<file path="config.mk">
export PLATFORM = sky130hd
export DESIGN_NAME = hier_node_ctrl
export DESIGN_NICKNAME = d
export VERILOG_FILES = /design/src/rtl/hier_node_ctrl.sv
export SDC_FILE = /design/constraint.sdc
export NUM_CORES = 1
export LEC_CHECK = 0
export CORE_UTILIZATION = 54
export CTS_BUF_LIST = sky130_fd_sc_hd__clkbuf_16
export DETAILED_ROUTE_END_ITERATION = 8
export GPL_TIMING_DRIVEN = 0
export PLACE_DENSITY = 0.79
export SYNTH_ARGS = -nofsm -noshare
export SYNTH_HDL_FRONTEND = slang
export SYNTH_SLANG_ARGS = --single-unit
export TNS_END_PERCENT = 50
</file>
<file path="constraint.sdc">
create_clock -name clk -period 2.7 [get_ports clk]
set_input_delay 0.405 -clock clk [delete_from_list [all_inputs] [get_ports clk]]
set_output_delay 0.405 -clock clk [all_outputs]
set_load 0.02 [all_outputs]
</file>
<file path="src/rtl/hier_node_ctrl.sv">
// Hierarchy node controller: launches NUM_CHILDREN children sequentially or in parallel and aggregates their completion.
// Latency: LAUNCH is 1 cycle after start_i; best case done_o at +1+2*N (sequential) or +3 (parallel); every output is registered.
// Backpressure: none. start_i is sampled only in IDLE and is never queued; a watchdog ends a WAIT that runs too long.
//
// Ports:
//   clk, rst                      clock, synchronous active-high reset
//   start_i, mode_i               run request and launch mode (0 sequential, 1 parallel), sampled in IDLE
//   child_start_o, child_done_i   per-child launch pulse and completion (level or pulse)
//   busy_o, done_o, err_o         run in progress, end-of-run pulse, sticky timeout flag
//   active_idx_o, done_mask_o     running child (sequential mode), children completed in this run
module hier_node_ctrl #(
  parameter int NUM_CHILDREN = 5,
  parameter int TIMEOUT      = 1024,
  parameter int CNT_W        = 16,
  localparam int IDX_W       = (NUM_CHILDREN > 1) ? $clog2(NUM_CHILDREN) : 1
) (
  input  logic                    clk,
  input  logic                    rst,
  input  logic                    start_i,
  input  logic                    mode_i,
  output logic [NUM_CHILDREN-1:0] child_start_o,
  input  logic [NUM_CHILDREN-1:0] child_done_i,
  output logic                    busy_o,
  output logic                    done_o,
  output logic                    err_o,
  output logic [IDX_W-1:0]        active_idx_o,
  output logic [NUM_CHILDREN-1:0] done_mask_o
);

  typedef enum logic [1:0] {
    S_IDLE,
    S_LAUNCH,
    S_WAIT,
    S_DONE
  } state_t;

  localparam logic [IDX_W-1:0]        LAST_IDX = IDX_W'(NUM_CHILDREN - 1);
  localparam logic [CNT_W-1:0]        CNT_LAST = CNT_W'((TIMEOUT == 0) ? 0 : TIMEOUT - 1);
  localparam logic [NUM_CHILDREN-1:0] ALL_DONE = '1;

  state_t                  state_q, state_n;
  logic                    mode_q, mode_n;
  logic [IDX_W-1:0]        idx_n;
  logic [NUM_CHILDREN-1:0] mask_n;
  logic                    err_n;
  logic [CNT_W-1:0]        cnt_q, cnt_n;
  logic [NUM_CHILDREN-1:0] par_mask;
  logic                    seq_hit;
  logic                    wait_done;
  logic                    expired;

  always_comb begin
    state_n   = state_q;
    mode_n    = mode_q;
    idx_n     = active_idx_o;
    mask_n    = done_mask_o;
    err_n     = err_o;
    cnt_n     = cnt_q;
    seq_hit   = child_done_i[active_idx_o];
    par_mask  = done_mask_o | child_done_i;
    wait_done = mode_q ? (par_mask == ALL_DONE) : seq_hit;
    // Completion is checked before expiry so a same-cycle completion wins.
    expired   = (TIMEOUT != 0) && (cnt_q == CNT_LAST);

    case (state_q)
      S_IDLE: begin
        if (start_i) begin
          mode_n  = mode_i;
          idx_n   = '0;
          mask_n  = '0;
          err_n   = 1'b0;
          state_n = S_LAUNCH;
        end
      end
      S_LAUNCH: begin
        cnt_n   = '0;
        state_n = S_WAIT;
      end
      S_WAIT: begin
        if (wait_done) begin
          if (mode_q) begin
            mask_n  = par_mask;
            state_n = S_DONE;
          end else begin
            mask_n[active_idx_o] = 1'b1;
            if (active_idx_o < LAST_IDX) begin
              idx_n   = active_idx_o + IDX_W'(1);
              state_n = S_LAUNCH;
            end else begin
              state_n = S_DONE;
            end
          end
        end else if (expired) begin
          // Mask is left as it stood before this cycle.
          err_n   = 1'b1;
          state_n = S_DONE;
        end else begin
          if (TIMEOUT != 0) begin
            cnt_n = cnt_q + CNT_W'(1);
          end
          if (mode_q) begin
            mask_n = par_mask;
          end
        end
      end
      S_DONE: begin
        state_n = S_IDLE;
      end
      default: begin
        state_n = S_IDLE;
      end
    endcase
  end

  // Pulse/status outputs are registered from the next state so they line up with it.
  always_ff @(posedge clk) begin
    if (rst) begin
      state_q       <= S_IDLE;
      mode_q        <= 1'b0;
      active_idx_o  <= '0;
      done_mask_o   <= '0;
      err_o         <= 1'b0;
      cnt_q         <= '0;
      child_start_o <= '0;
      busy_o        <= 1'b0;
      done_o        <= 1'b0;
    end else begin
      state_q       <= state_n;
      mode_q        <= mode_n;
      active_idx_o  <= idx_n;
      done_mask_o   <= mask_n;
      err_o         <= err_n;
      cnt_q         <= cnt_n;
      child_start_o <= (state_n == S_LAUNCH) ?
                       (mode_n ? ALL_DONE : (NUM_CHILDREN'(1) << idx_n)) : '0;
      busy_o        <= (state_n != S_IDLE);
      done_o        <= (state_n == S_DONE);
    end
  end

endmodule

</file>
== Yosys cells after proc, flatten, opt, wreduce, memory -nomap -nowiden ==
Cells that the tools add are included.

* $add $sub $neg: 2
* Multipliers: 0
* Divide/modulo/power cells: 0
* Order comparisons: 3
* Equality and inequality tests: 13
* Shift operators: 1
* Mux-type cells: 32
* Bitwise gates (word level): 3
* Reductions and logical operators: 9

{| class="wikitable"
|+ Operators with widths
! cell !! count
|-
| $mux W16 || 2
|-
| $pmux W16 S2 || 1
|-
| $mux W5 || 6
|-
| $add A16 B1 Y16 const B || 1
|-
| $eq A16 B10 Y1 const B || 1
|-
| $mux W3 || 4
|-
| $mux W2 || 5
|-
| $or A5 B5 Y5 || 2
|-
| $pmux W5 S2 || 1
|-
| $mux W1 || 8
|-
| $ne A2 B2 Y1 const B || 4
|-
| $pmux W2 S4 || 1
|-
| $reduce_and A4 Y1 || 2
|-
| $eq A2 B2 Y1 const B || 3
|-
| $ne A3 B3 Y1 const B || 2
|-
| $pmux W3 S2 || 1
|-
| $reduce_bool A2 Y1 || 3
|-
| $eq A5 B5 Y1 const B || 1
|-
| $shl A1 B3 Y5 const A || 1
|-
| $eq A2 B1 Y1 const B || 2
|-
| $lt A3 B4 Y1 const B || 1
|-
| $add A3 B1 Y3 const B || 1
|-
| $bmux W1 S3 || 1
|-
| $demux W1 S3 || 1
|-
| 8 further kinds || 8
|}

* Bits in registers: 35
* Latch bits: 0
* Memory bits (writable): 0
* Memory bits (read-only): 0
* Input bits: 9
* Output and inout port bits: 16
* Word-level logic and storage cells: 72
* Memories: 0

== Longest topological paths before layout ==
* Word-level depth: 8
* Depth in mapped cells: 8
* Depth with buffers taken out: 6

== Least setup slack after synthesis ==
No wires, ideal clock.

* Path kind: reg-to-reg
* From: reg active_idx_o[0]
* To: reg cnt_q[6]
* Setup time: 70 ps
* Arrival time: 1993 ps
* Data required time: 2630 ps
* Setup slack: 637 ps
* Stages on the path, launching flop included: 8
* Path buffers: 2
* Period minus slack after synthesis: 2063 ps
* Cells stage by stage: dfxtp_1 > buf_6 > mux2i_2 > o22ai_2 > o21a_4 > buf_6 > or4_1 > a21oi_1

* Word-level cells in the longest chain between the ends: 5

{| class="wikitable"
|+ RTL lines
! element !! RTL line !! RTL
|-
| start, declared || 26 || <nowiki>output logic [IDX_W-1:0] active_idx_o,</nowiki>
|-
| start signal, assigned || 130 || <nowiki>active_idx_o <= idx_n;</nowiki>
|-
| $bmux W1 S3 || 59 || <nowiki>seq_hit = child_done_i[active_idx_o];</nowiki>
|-
| $mux W1 (not written as such) || 59 ||
|-
| $mux W1 || 61 || <nowiki>wait_done = mode_q ? (par_mask == ALL_DONE) : seq_hit;</nowiki>
|-
| $ne A2 B2 Y1 (no line) || - ||
|-
| $reduce_and A3 Y1 (no line) || - ||
|-
| end signal, assigned || 133 || <nowiki>cnt_q <= cnt_n;</nowiki>
|-
| end, declared || 46 || <nowiki>logic [CNT_W-1:0] cnt_q, cnt_n;</nowiki>
|}

No other way between the ends. The select of a mux whose other input is x is not followed.
A chain may end at the register's enable or synchronous reset.

== Final worst setup path ==
* From: reg cnt_q[0]
* To: reg cnt_q[5]

* Word-level cells in the longest chain between the ends: 4
* Elaborated cells between the ends (all ways): 7
* Those cells by class: add/sub (1); eq/ne (2); mux (3); reduce/logical (1)

{| class="wikitable"
|+ RTL lines
! element !! RTL line !! RTL
|-
| $add A16 B1 Y16 || 99 || <nowiki>cnt_n = cnt_q + CNT_W'(1);</nowiki>
|-
| $mux W16 || 93 || <nowiki>end else if (expired) begin</nowiki>
|-
| $mux W16 || 80 || <nowiki>if (wait_done) begin</nowiki>
|-
| $pmux W16 S2 || 65 || <nowiki>case (state_q)</nowiki>
|}

Several ways; a longest one is shown, not always the timed one. The select of a mux whose other input is x is not followed.

==> out/qor.csv <==
stage;metric;value;unit
yosys;ys_ff_latch;35;
sta;max-slew-margin-rel;66.7;%
clock_tree;cts.clk_slew.worst_paths;0.05;ns
setup_path;critPathKind;reg -> reg;
route;antenna_left;0;
route;vias;1817;
setup_path;worstSetupEndpoint;cnt_q[5];
clock_tree;clock_path_buffers;2;
global_route;grt.total_usage;26.0;%
sta;period_needed;2.20;ns
route;route.detailed.drc;0;
clock_tree;cts_buffers;5;
sta;max_freq;455;MHz
yosys;ys_types;47;
yosys;avgSynthCellArea;8.34;um^2
floorplanning;rows;21;
clock_tree;clock_sinks;35;
hold_path;min_path_type;reg -> reg;
clock_tree;cts_hold_buffers;0;
clock_tree;root_buffer;clkbuf_16;
outcome;outcome;finished clean;
power;leakagePower;0.772;nW
route;routed_wl;4420;um
sta;slew_viol_final;0;
global_route;antenna_found_initial;0;
sta;tns;0;ns
setup_path;cp_max_fo;10;
setup_path;r2r_start;cnt_q[0];
yosys;yosysWarnings;0;
sta;hold_violations;0;
setup_path;startpoint;cnt_q[0];
sta;setup_viol;0;
global_route;grt_pass1_vias;1569;
yosys;netlist_area;0.00191;mm^2
yosys;synth_edf_count;0;
floorplanning;start_util;56.8;%
power;p_seq_share;42.8;%
route;post_drt_wl_per_cell;14.5;um
power;power.share.clock;43.6;%
clock_tree;cts_tree;yes;
route;dr.pass1.iters;4;
global_route;grt_pass1_wl;7150;um
power;combPwrFrac;13.6;%
yosys;async_flop_share;0;%
placement;gp_congestion;0.811;
sta;fin_crit_sh;81.4;%
floorplanning;dieWidth;61.5;um
final_layout;layout_common_cells;dfxtp_1 (35), nand2_1 (26), clkdlybuf4s50_1 (23);
flow_run;maxCapViolations;0;
floorplanning;core_area;0.00336;mm^2
power;p_per_area;538;mW/mm^2
global_route;grt-ovfl-total;0;
final_layout;final_common_cell;dfxtp_1;
setup_path;worst_ep_arrival_time;2.34;ns
placement;dp_hpwl;3210;um
final_layout;area_delta_synth_final;22.4;%
final_layout;nNetsFinal;270;
final_layout;layout-drive-gt1-share;9.23;%
sta;whs;0.465;ns
sta;finalClockSkew;0.00283;ns
clock_tree;clk_latency;0.28;ns
clock_tree;cts-htree-levels;2;
power;p_switching;0.322;mW
yosys;synth-seq-area-share;36.7;%
placement;port-buffer-count;23;
route;viasPerCell;5.94;
sta;rsz0062_at_grt;no;
setup_path;r2r_cells;8;
floorplanning;fp.dieH;61.5;um
power;netSwitchingFraction;25.6;%
setup_path;endpoint_kind;flop;
global_route;grt_start_max_net_pins;12;
setup_path;crit_required;2.84;ns
yosys;syn_inst;229;
setup_path;cp-start-kind;flop;
power;peakVddDrop;0.000414;V
yosys;synthFlopType;dfxtp_1;
setup_path;worstReg2RegEnd;cnt_q[5];
floorplanning;ios;25;
final_layout;n_antenna_cell;0;
clock_tree;post_cts_resized;0;
clock_tree;cts_setup_buffers;0;
setup_path;ff2ff_setup_slack;0.50;ns
route;drt_iter0_markers;144;
sta;tightestPinTransition;0.496;ns
floorplanning;die_area;0.00378;mm^2
power;cell_internal_pwr;0.935;mW
yosys;synth_fp_nets;240;
-- kinds of logic after synthesis --
family,count (synthesis),synth area share (%)
flip-flops,35,36.7
multiplexers,12,6.68
AND/OR/NAND/NOR,105,30.6
buffers and inverters,18,4.85
adder cells (fa/ha/maj),2,1.31
AO/OA/AOI/OAI,57,19.8
-- registers in the layout, indices dropped and copies added, names as in the netlist --
name / count
state_q: 2
cnt_q: 16
active_idx_o: 3
child_start_o: 5
err_o: 1
done_mask_o: 5
done_o: 1
busy_o: 1
mode_q: 1
-- area by class of cell --
cell class / instances / area, um^2
repair buffers: 23 / 230
well taps: 46 / 57.6
plain buffers: 13 / 73.8
fillers: 301 / 1020
flip-flops and latches: 35 / 701
inverters: 5 / 18.8
multi-input cells: 176 / 1120
clock inverters: 3 / 15.0
clock buffers: 5 / 125
-- power groups by stage --
| stage | Combinational [mW] | Sequential (mW) | Clock, mW |
|---|---|---|---|
| final | 0.171 | 0.538 | 0.548 |
| after global routing | 0.188 | 0.540 | 0.577 |
| after CTS | 0.170 | 0.538 | 0.555 |
| after detailed placement | 0.169 | 0.549 | 0 |
| after global placement | 0.168 | 0.548 | 0 |
| after floorplan | 0.0999 | 0.560 | 0 |
-- worst min path at each step --
stage	start	end	slack (ns)	cells past startpoint
global route	err_o	err_o	0.48	2
global placement	err_o	err_o	0.44	2
detailed placement	cnt_q[15]	cnt_q[15]	0.46	2
floorplan	cnt_q[15]	cnt_q[15]	0.44	2
finish	err_o	err_o	0.46	2
CTS	cnt_q[15]	cnt_q[15]	0.47	2
-- cells in the mapped netlist, types with 3 or more instances --
| library cell | number | area, um^2 |
|---|---|---|
| nand3_1 | 8 | 40.0 |
| mux2i_1 | 10 | 100 |
| o31ai_1 | 9 | 67.6 |
| nor4_1 | 4 | 25.0 |
| nor3_1 | 7 | 35.0 |
| a31oi_1 | 3 | 18.8 |
| nand2_1 | 26 | 97.6 |
| nand4_1 | 9 | 56.3 |
| a21oi_1 | 13 | 65.1 |
| nor2b_1 | 5 | 31.3 |
| dfxtp_1 | 35 | 701 |
| or4_1 | 9 | 67.6 |
| clkbuf_1 | 7 | 26.3 |
| inv_1 | 5 | 18.8 |
| nor2_1 | 16 | 60.1 |
| nand2b_1 | 8 | 50.1 |
| o21ai_0 | 14 | 70.1 |
-- routing by layer --
| layer | up-vias | part of all wire, % | wire, um | GRT usage [%] |
|---|---|---|---|---|
| met3 | 8 | 6.8 | 299 | 7.35 |
| met1 | 837 | 47 | 2100 | 36.6 |
| li1 | 906 | - | - | - |
| met2 | 66 | 44 | 1960 | 37.3 |
| met5 | - | 0 | 0 | 0 |
| met4 | 0 | 1.4 | 62 | 10.5 |
-- metrics by stage --
step / instance area, um^2 / setup slack, ns / power, mW / cells / utilization (%)
global placement: 2200 / 0.346 / 0.716 / 298 / 65.4
global route: 2340 / 0.403 / 1.30 / 306 / 69.5
CTS: 2340 / 0.514 / 1.26 / 306 / 69.5
floorplan: 1910 / 0.637 / 0.660 / 229 / -
detailed placement: 2200 / 0.317 / 0.718 / 298 / 65.4
finish: 2340 / 0.503 / 1.26 / 306 / 69.5
-- worst max-delay path, stage by stage, from the launching register on --
cell and delay, ns:
dfxtp_1 0.40, ha_1 0.25, or4bb_1 0.48, nor4_4 0.23, buf_2 0.27, buf_4 0.21
nor2_1 0.06, nand3_1 0.07, a31oi_1 0.09
Power figures use the tool's default switching activity.
